### config.mk
export PLATFORM = sky130hd
export DESIGN_NAME = hazard_stall_ctrl
export DESIGN_NICKNAME = d
export VERILOG_FILES = /design/src/rtl/hazard_stall_ctrl.sv
export SDC_FILE = /design/constraint.sdc
export NUM_CORES = 1
export LEC_CHECK = 0
export CAP_MARGIN = 10
export CORE_ASPECT_RATIO = 1.1
export CORE_MARGIN = 1
export CORE_UTILIZATION = 35
export CTS_BUF_LIST = sky130_fd_sc_hd__clkbuf_8 sky130_fd_sc_hd__clkbuf_16
export CTS_CLUSTER_DIAMETER = 30
export DETAILED_ROUTE_END_ITERATION = 8
export HOLD_SLACK_MARGIN = 0.03
export MAX_ROUTING_LAYER = met4
export PLACE_DENSITY = 0.74
export SYNTH_ARGS = -nofsm -noshare
export SYNTH_HDL_FRONTEND = slang
export SYNTH_SLANG_ARGS = --single-unit
### constraint.sdc
create_clock -name clk -period 2.8 [get_ports clk]
set_clock_uncertainty 0.05 [all_clocks]
set_input_delay 0.56 -clock clk [delete_from_list [all_inputs] [get_ports clk]]
set_output_delay 0.56 -clock clk [all_outputs]
set_load 0.05 [all_outputs]
### src/rtl/hazard_stall_ctrl.sv
// hazard_stall_ctrl: stall scheduler for the five-stage pipeline.
// It keeps shadow copies of the destination register and its result-ready
// countdown (Tnew) for the instructions in E and M, and the busy countdown
// of the multiply/divide unit. From these it decides each cycle whether the
// D-stage instruction may advance.
// Optional feature: define HAZARD_STALL_STAT_EN to compile in the 32-bit
// stall statistics counter; without it, stall_cnt is tied to zero.
module hazard_stall_ctrl #(
   parameter int unsigned MULT_CYCLES = 5,   // busy cycles after mult/multu enters E (<= 15)
   parameter int unsigned DIV_CYCLES  = 10   // busy cycles after div/divu enters E (<= 15)
) (
   input  logic        clk,
   input  logic        reset,
   input  logic [4:0]  rs_d,
   input  logic [4:0]  rt_d,
   input  logic        rs_use_d,
   input  logic        rt_use_d,
   input  logic [1:0]  tuse_rs_d,
   input  logic [1:0]  tuse_rt_d,
   input  logic [4:0]  dst_d,
   input  logic [1:0]  tnew_d,
   input  logic        md_start_d,
   input  logic        md_div_d,
   input  logic        md_use_d,
   output logic        stall,
   output logic        d_hold,
   output logic        e_flush,
   output logic        md_busy,
   output logic [31:0] stall_cnt
);

   localparam logic [3:0] MULT_LOAD = 4'(MULT_CYCLES);
   localparam logic [3:0] DIV_LOAD  = 4'(DIV_CYCLES);

   logic [4:0] dst_e_q, dst_e_d;
   logic [1:0] tnew_e_q, tnew_e_d;
   logic [4:0] dst_m_q, dst_m_d;
   logic [1:0] tnew_m_q, tnew_m_d;
   logic [3:0] md_cnt_q, md_cnt_d;

   logic hz_rs, hz_rt, hz_md;

   // Hazard detection: a register source conflicts when a younger-stage
   // producer will not have its result ready by the time the source is used.
   // Register 0 is excluded on the source side, so a zero dst never matches.
   always_comb begin
      hz_rs = rs_use_d && (rs_d != 5'd0) &&
              (((rs_d == dst_e_q) && (tnew_e_q > tuse_rs_d)) ||
               ((rs_d == dst_m_q) && (tnew_m_q > tuse_rs_d)));
      hz_rt = rt_use_d && (rt_d != 5'd0) &&
              (((rt_d == dst_e_q) && (tnew_e_q > tuse_rt_d)) ||
               ((rt_d == dst_m_q) && (tnew_m_q > tuse_rt_d)));
      hz_md = md_use_d && md_busy;
      stall = hz_rs | hz_rt | hz_md;
   end

   assign md_busy = (md_cnt_q != 4'd0);
   assign d_hold  = stall;
   assign e_flush = stall;

   // Next-state for the shadows and MD counter. M always advances so that a
   // bubble inserted into E drains the hazard; the MD counter only loads
   // when the starting instruction actually leaves D.
   always_comb begin
      dst_m_d  = dst_e_q;
      tnew_m_d = (tnew_e_q == 2'd0) ? 2'd0 : tnew_e_q - 2'd1;
      if (stall) begin
         dst_e_d  = 5'd0;
         tnew_e_d = 2'd0;
      end else begin
         dst_e_d  = dst_d;
         tnew_e_d = tnew_d;
      end
      if (md_start_d && !stall)
         md_cnt_d = md_div_d ? DIV_LOAD : MULT_LOAD;
      else if (md_cnt_q != 4'd0)
         md_cnt_d = md_cnt_q - 4'd1;
      else
         md_cnt_d = 4'd0;
   end

   // State register for shadows and MD counter, synchronously cleared.
   always_ff @(posedge clk) begin
      if (reset) begin
         dst_e_q  <= 5'd0;
         tnew_e_q <= 2'd0;
         dst_m_q  <= 5'd0;
         tnew_m_q <= 2'd0;
         md_cnt_q <= 4'd0;
      end else begin
         dst_e_q  <= dst_e_d;
         tnew_e_q <= tnew_e_d;
         dst_m_q  <= dst_m_d;
         tnew_m_q <= tnew_m_d;
         md_cnt_q <= md_cnt_d;
      end
   end

`ifdef HAZARD_STALL_STAT_EN
   logic [31:0] stall_cnt_q;

   // Count every edge on which the D instruction was held; wraps naturally.
   always_ff @(posedge clk) begin
      if (reset)
         stall_cnt_q <= 32'd0;
      else if (stall)
         stall_cnt_q <= stall_cnt_q + 32'd1;
   end

   assign stall_cnt = stall_cnt_q;
`else
   assign stall_cnt = 32'h0;
`endif

endmodule

# Yosys cells after proc, flatten, opt, wreduce, memory -nomap -nowiden

Index checks and enable logic that the tools add are counted.
Widths: inputs -> output; s select.

Flip-flop bits (word level): 18
Logic and storage cells: 39

Equality and inequality tests: 4
Add/subtract/negate cells: 2
$lt $le $gt $ge: 4
Bitwise logic cells: 2
Reduce and logical (&&, ||, !) cells: 19
Muxes and demuxes: 3

Operators with widths:

| operator            | count |
|---|---|
| $eq 5x5->1          | 4 |
| $mux 4              | 3 |
| $logic_and 1x1->1   | 10 |
| $reduce_bool 5->1   | 2 |
| $gt 2x2->1          | 4 |
| $reduce_bool 4->1   | 1 |
| $reduce_or 2->1     | 2 |
| $sub 4x1->4 const B | 1 |
| $logic_not 2->1     | 1 |
| $logic_or 1x1->1    | 2 |
| $or 1x1->1          | 2 |
| $sub 2x1->2 const B | 1 |
| $logic_not 1->1     | 1 |

# Longest topological paths before layout

Gate-level depths: netlist of the first run.

Depth after elaboration: 9
Mapped depth: 8

# Worst setup path after synthesis of the first run

Ideal clock, no wire load.

Kind: in2out
Start point: in tuse_rs_d[1]
End point: out e_flush
Arrival time: 2,391 ps
Stages: 8
Path slack: -201 ps
Path buffers: 1
Path through: inv_1 ha_1 nor2b_1 o21ai_0 a2111oi_2 o221ai_2 nand3_1 buf_4

Cells in the longest elaborated chain, start to end: 6

RTL lines:

| what                                 | RTL line | RTL |
|---|---|---|
| start, declared                      | 18       | `input logic [1:0] tuse_rs_d,` |
| $gt 2x2->1 (on tied branches)        | 48, 49   |  |
| $logic_and 1x1->1 (on tied branches) | 48, 49   |  |
| $logic_or 1x1->1 (*)                 | 48       | `(((rs_d == dst_e_q) && (tnew_e_q > tuse_rs_d)) \|\|` |
| $logic_and 1x1->1 (*)                | 47       | `hz_rs = rs_use_d && (rs_d != 5'd0) &&` |
| $or 1x1->1 (*) (2 in a row)          | 54       | `stall = hz_rs \| hz_rt \| hz_md;` |
| end, declared                        | 27       | `output logic e_flush,` |

Mark *: on every way between the ends. The rest lies on a longest branch, timed or not.

# Worst setup path in the final report of the first run

Start point: in rt_d[2]
End point: out d_hold

Cells in the longest elaborated chain, start to end: 6

RTL lines:

| what                                 | RTL line | RTL |
|---|---|---|
| start, declared                      | 15       | `input logic [4:0] rt_d,` |
| $eq 5x5->1 (on tied branches)        | 51, 52   |  |
| $logic_and 1x1->1 (on tied branches) | 51, 52   |  |
| $logic_or 1x1->1                     | 51       | `(((rt_d == dst_e_q) && (tnew_e_q > tuse_rt_d)) \|\|` |
| $logic_and 1x1->1 (*)                | 50       | `hz_rt = rt_use_d && (rt_d != 5'd0) &&` |
| $or 1x1->1 (*) (2 in a row)          | 54       |  |
| end, declared                        | 26       | `output logic d_hold,` |

Marks and branches as above.

==> run metrics, run 1 <==
critical path's slowest cell or4_1; Syn-to-layout area delta 38.9%; maxcap violations 0; DRC 0; share of layout cells above drive strength 1 0.196; ANT nets after route 0; VDD IR max 0.000246 V; Via density 4.27; core area 0.00363 mm^2; WHS 0.378 ns; HP Class reg2reg; worst skew pair latency 0.26 ns; largest net degree at the start of global routing 15; Power Dens Cells 490 mW/mm^2; post-synthesis sequential area ratio 0.272; die area 0.00403 mm^2; TritonCTS Buffers 3; RePlAce Congestion 0.810; crit share post-route 0.981; Yosys cell types 27; non-filler cells, final 239; Total GRT Usage 0.140; most common cell after layout, fill and taps aside conb_1; Mapped Area 0.00132 mm^2; Worst-path clk slew 0.06 ns; final setup vio count 0; post-DP HPWL 2080 um; status complete, no violations; num ports 64; grt ovf 0; starting density of the core 0.365; total power 0.000900 W; DRT Pass-1 Iters 6; most frequent cells in the layout 32 x conb_1, 18 x dfxtp_1, 16 x clkdlybuf4s50_1, 13 x xnor2_1, 11 x buf_4; H-tree depth 1; TritonCTS clock tree done; vias in the first global route 907; Routed Wire Length 2530 um; Worst Path Required 2.19 ns; first-pass GRT wire length 3890 um; setup ws final 0.0545 ns; syn avg cell area 9.00 um^2; DR WL/cell 10.6 um; initial DRC count 15; # rows 23; Die Height 66.5 um; IO Port Bufs 31; Cells after Synth 147; Leak 0.798 nW; Setup crit end kind output port; WS Path Type in2out; Primary FF master, synth dfxtp_1; number of flops mapped to enable cells by yosys 0; DIE WIDTH 60.6 um; Nets 227; CTS Root Cell clkbuf_8; Layout Utilization 0.507; crit path max fanout 3; ANT cells 0; Sink Count 18; Post-synth ARST share 0; vias 1,020; Yosys reg bits 18; fin. max-slew vios 0; Final min period 2.75 ns; synth warn 0; Worst EP arrival 2.14 ns; initial antenna violation count 0; Max Buffers Root-to-Sink 2; Post-CTS Hold Fix Bufs 0; dpl cells 233; worst-path cell chain clkdlybuf4s50_1 -> or4_1 -> o221ai_2 -> nand3_4 -> buf_12; startpoint types input port; slowest cell delay on critical path 0.54 ns; Hold Vio Cnt, Final 0; Max Clock Freq 0.364 GHz; worst slack at placement -0.350 ns
-- metrics by stage --
stage	cell area, um^2	setup TNS, ns
after global placement	1660	-1.89
final	1840	0
after floorplan	1440	0
after CTS	1820	0
after detailed placement	1660	-2.67
after global routing	1840	-0.0315
-- state kept, by name, summed over array words and instances, names as in the netlist --
register and count:
dst_e_q 5, dst_m_q 5, md_cnt_q 4, tnew_e_q 2, tnew_m_q 2
-- report_power, final --
group          switching [W]  leakage, nW  internal, W
Combinational       0.000241        0.621     0.000147
Clock              0.0000828       0.0288     0.000125
Sequential         0.0000246        0.148     0.000279
Total               0.000348        0.798     0.000552
-- per-layer routing --
layer | wire length [um] | global-route usage | up-vias
li1 | - | - | 510
met1 | 972 | 0.151 | 461
met2 | 1310 | 0.227 | 42
met3 | 141 | 0.0155 | 7
met4 | 110 | 0.119 | 0
met5 | 0 | - | -
-- cell usage after synthesis (all sizes together) (3+ instances only) --
cell type / number / area share
xnor2: 13 / 0.086
buf: 34 / 0.19
nor4: 3 / 0.014
a21oi: 5 / 0.019
nor2: 4 / 0.011
xor2: 7 / 0.046
and2: 7 / 0.033
mux2: 4 / 0.034
nand4: 4 / 0.030
o21ai: 3 / 0.011
dfxtp: 18 / 0.27
nor2b: 7 / 0.033
inv: 8 / 0.023
ha: 9 / 0.085
nand2: 6 / 0.017
-- layout make-up --
cell class	instances	area (um^2)
inverters	8	30.0
multi-input cells	117	913
repair buffers	42	415
well taps	50	62.6
fillers	374	1790
clock buffers	4	55.1
flip-flops and latches	18	360
-- repair_timing --
action                                  in CTS  in global routing
endpoints found under the setup margin       3                  3
setup buffers                                1                  1
endpoints found under the hold margin        0                  0
cloned                                       0                  0
pin swaps                                   13                  7
resized for setup                           27                  6
-- path summary, 6_finish.rpt --
path	to	start	slack [ns]	cells past startpoint
worst min register to register	tnew_m_q[0]	tnew_e_q[0]	0.38	1
worst max-delay path	d_hold	rt_d[2]	0.05	5
worst min-delay path	tnew_m_q[0]	tnew_e_q[0]	0.38	1
worst max register to register	md_cnt_q[2]	tnew_m_q[1]	0.50	9
-- worst max-delay path, delay by kind of cell --
| kind | cells | cell delay [ns] |
|---|---|---|
| AND/OR/NAND/NOR | 2 | 0.70 |
| buffers and inverters | 2 | 0.61 |
| AO/OA/AOI/OAI | 1 | 0.25 |
-- cells by family after synthesis --
family                     share of synthesized area
AOI/OAI and AO/OA                             0.0757
xor gates and xnor gates                       0.132
adders and majority gates                     0.0851
buffers and inverters                          0.219
DFF                                            0.272
muxes                                         0.0341
other                                        0.00284
and+or+nand+nor                                0.179
Power figures use the tool's default switching activity.
==> run 2, diff against run 1 <==
--- a/config.mk
+++ b/config.mk
@@ -5,6 +5,7 @@
 export SDC_FILE = /design/constraint.sdc
 export NUM_CORES = 1
 export LEC_CHECK = 0
+export ABC_AREA = 1
 export CAP_MARGIN = 10
 export CORE_ASPECT_RATIO = 1.1
 export CORE_MARGIN = 1
@@ -14,7 +15,7 @@
 export DETAILED_ROUTE_END_ITERATION = 8
 export HOLD_SLACK_MARGIN = 0.03
 export MAX_ROUTING_LAYER = met4
-export PLACE_DENSITY = 0.74
+export PLACE_DENSITY = 0.72
 export SYNTH_ARGS = -nofsm -noshare
 export SYNTH_HDL_FRONTEND = slang
 export SYNTH_SLANG_ARGS = --single-unit
==> run metrics, run 2 <==
status complete, no violations; worst-margin pin slew 0.497 ns; # rows 24; starting density of the core 0.368; Sink Count 18; final instance area 0.00190 mm^2; family with the most delay on the worst path buffers and inverters; HP Class reg2reg; grt met2 use 0.203; post-synthesis sequential area ratio 0.245; most frequent cells after synthesis 41 x nand2_1, 36 x inv_1, 34 x buf_4; maxcap violations 0; IO Port Bufs 31; WS Path Type in2out; largest net degree at the start of global routing 11; Top Registers dst_e_q x5, dst_m_q x5, md_cnt_q x4; reg2reg setup slack 0.86 ns; RePlAce Congestion 0.870; Mapped Area 0.00147 mm^2; VDD IR max 0.000220 V; worst slack at placement -0.108 ns; Worst Path Required 2.19 ns; final setup vio count 0; crit share post-route 0.953; grt ovf 0; Via density 4.07; most common cell after layout, fill and taps aside nand2_1; CTS Root Cell clkbuf_8; Max Clock Freq 0.375 GHz; H-tree depth 1; DIE WIDTH 63.8 um; met3 GRT Util 0.00980; dpl cells 303; ANT nets after route 0; GR Layer Usage met1 0.167; DRC 0; slowest cell delay on critical path 0.44 ns; Post-CTS Hold Fix Bufs 0; core area 0.00399 mm^2; Worst-path clk slew 0.07 ns; Worst slew margin 0.668; Worst EP arrival 2.06 ns; most frequent cell after synthesis nand2_1; DR WL/cell 8.85 um; Final min period 2.67 ns; Max Buffers Root-to-Sink 2; Die Height 69.9 um; fin. max-slew vios 0; Syn-to-layout area delta 29.5%; critical path's slowest cell clkdlybuf4s50_1; share of layout cells above drive strength 1 0.140; Layout Utilization 0.476; synth warn 0; Setup crit end kind output port; Leak 0.985 nW; worst-path cell chain clkdlybuf4s50_1 -> ha_1 -> nand2_1 -> o21ai_0 -> nor2_1 -> nand3_1 -> nand2_1 -> nand2_2 -> nand3_4 -> buf_12; post-DP HPWL 2290 um; Yosys cell types 25; DRT Pass-1 Iters 4; most used cell, CP nand2_1; RSZ-0062 raised after global routing false; Nets 295; Synth top area share 0.245; WHS 0.385 ns; num ports 64; Total GRT Usage 0.126; first-pass GRT wire length 4350 um; Power Dens Cells 505 mW/mm^2; vias in the first global route 1,058; WP buf/inv 2; vias 1,259; ANT cells 0; Primary FF master, synth dfxtp_1; TritonCTS Buffers 3; syn avg cell area 6.65 um^2; number of flops mapped to enable cells by yosys 0; Routed Wire Length 2730 um; worst skew pair latency 0.25 ns; die area 0.00446 mm^2; Cells after Synth 221; Yosys reg bits 18; top cells by area, synth dfxtp_1 25%, buf_4 17%, nand2_1 10%; fill count 422; Placement Cell Area 0.00175 mm^2; initial DRC count 53; crit path max fanout 4; startpoint types input port; cell taking the most area after synthesis dfxtp_1; non-filler cells, final 309; TritonCTS clock tree done; initial antenna violation count 0; gr busiest metal met2; most frequent cells in the layout 39 x nand2_1, 34 x inv_1, 33 x nor2_1, 32 x conb_1, 25 x clkdlybuf4s50_1; Post-synth ARST share 0; Hold Vio Cnt, Final 0; setup ws final 0.131 ns
==> run 2: cell count changes in the layout (fill, tap and decap cells not counted), sizes merged, moves of 6 or more <==
cell           previous run  this run
and2                      7         0
nor2                      4        36
nand3                     2        10
nand2                     6        42
inv                       8        41
dlygate4sd2               8         1
nor2b                     7         0
clkdlybuf4s50            16        25
xnor2                    13         0
buf                      14         8
==> run 2: report_power, final <==
| part | switching, W | internal (W) | total [W] |
|---|---|---|---|
| Clock | 0.0000883 | 0.000125 | 0.000213 |
| Combinational | 0.000278 | 0.000164 | 0.000442 |
| Sequential | 0.0000241 | 0.000281 | 0.000306 |
| Total | 0.000390 | 0.000570 | 0.000960 |
==> run 2: path summary, 6_finish.rpt <==
path	depth (start not counted)	startpoint	endpoint
setup / recovery	10	tuse_rt_d[0]	stall
hold / removal	1	tnew_e_q[0]	tnew_m_q[0]
setup reg to reg	14	tnew_e_q[1]	md_cnt_q[1]
hold reg to reg	1	tnew_e_q[0]	tnew_m_q[0]
==> run 2: routing by layer <==
metal | vias up | routed length, um
li1 | 669 | -
met1 | 531 | 1270
met2 | 57 | 1260
met3 | 2 | 188
met4 | 0 | 21
met5 | - | 0
==> run 2: per-stage QoR <==
stage               TNS (ns)  power [W]
floorplan                  0   0.000644
global placement      -0.198   0.000724
detailed placement    -0.321   0.000731
CTS                        0   0.000959
global route               0    0.00102
finish                     0   0.000960
==> run 2: layout make-up <==
type / instances / area [um^2] / share of cell area
multi-input combinational: 157 / 882 / 0.464
timing repair buffer: 36 / 382 / 0.201
sequential: 18 / 360 / 0.189
inverter: 42 / 158 / 0.0829
tap: 52 / 65.1 / 0.0342
clock buffer: 4 / 55.1 / 0.0289
==> run 2: kinds of logic (layout without fill, tap and decap cells) <==
family,count (synthesis),after routing,share of synthesized area
compound gates,15,15,0.0622
xor+xnor,7,7,0.0417
fa+ha+maj,9,9,0.0767
buf+inv,77,82,0.284
flops,18,18,0.245
other cells,1,32,0.00255
simple gates,94,94,0.288
==> run 2: timing repair <==
item / CTS / global route
pin swaps: 7 / 6
setup buffers: 2 / 0
setup endpoints to repair: 3 / 3
gates cloned: 0 / 0
gates resized for setup: 7 / 8
==> run 3, diff against run 2 <==
--- a/config.mk
+++ b/config.mk
@@ -16,6 +16,7 @@
 export HOLD_SLACK_MARGIN = 0.03
 export MAX_ROUTING_LAYER = met4
 export PLACE_DENSITY = 0.72
+export SLEW_MARGIN = 20
 export SYNTH_ARGS = -nofsm -noshare
 export SYNTH_HDL_FRONTEND = slang
 export SYNTH_SLANG_ARGS = --single-unit
==> results of run 3 <==
No change in the layout: final DEF, timing and power equal those of run 2.
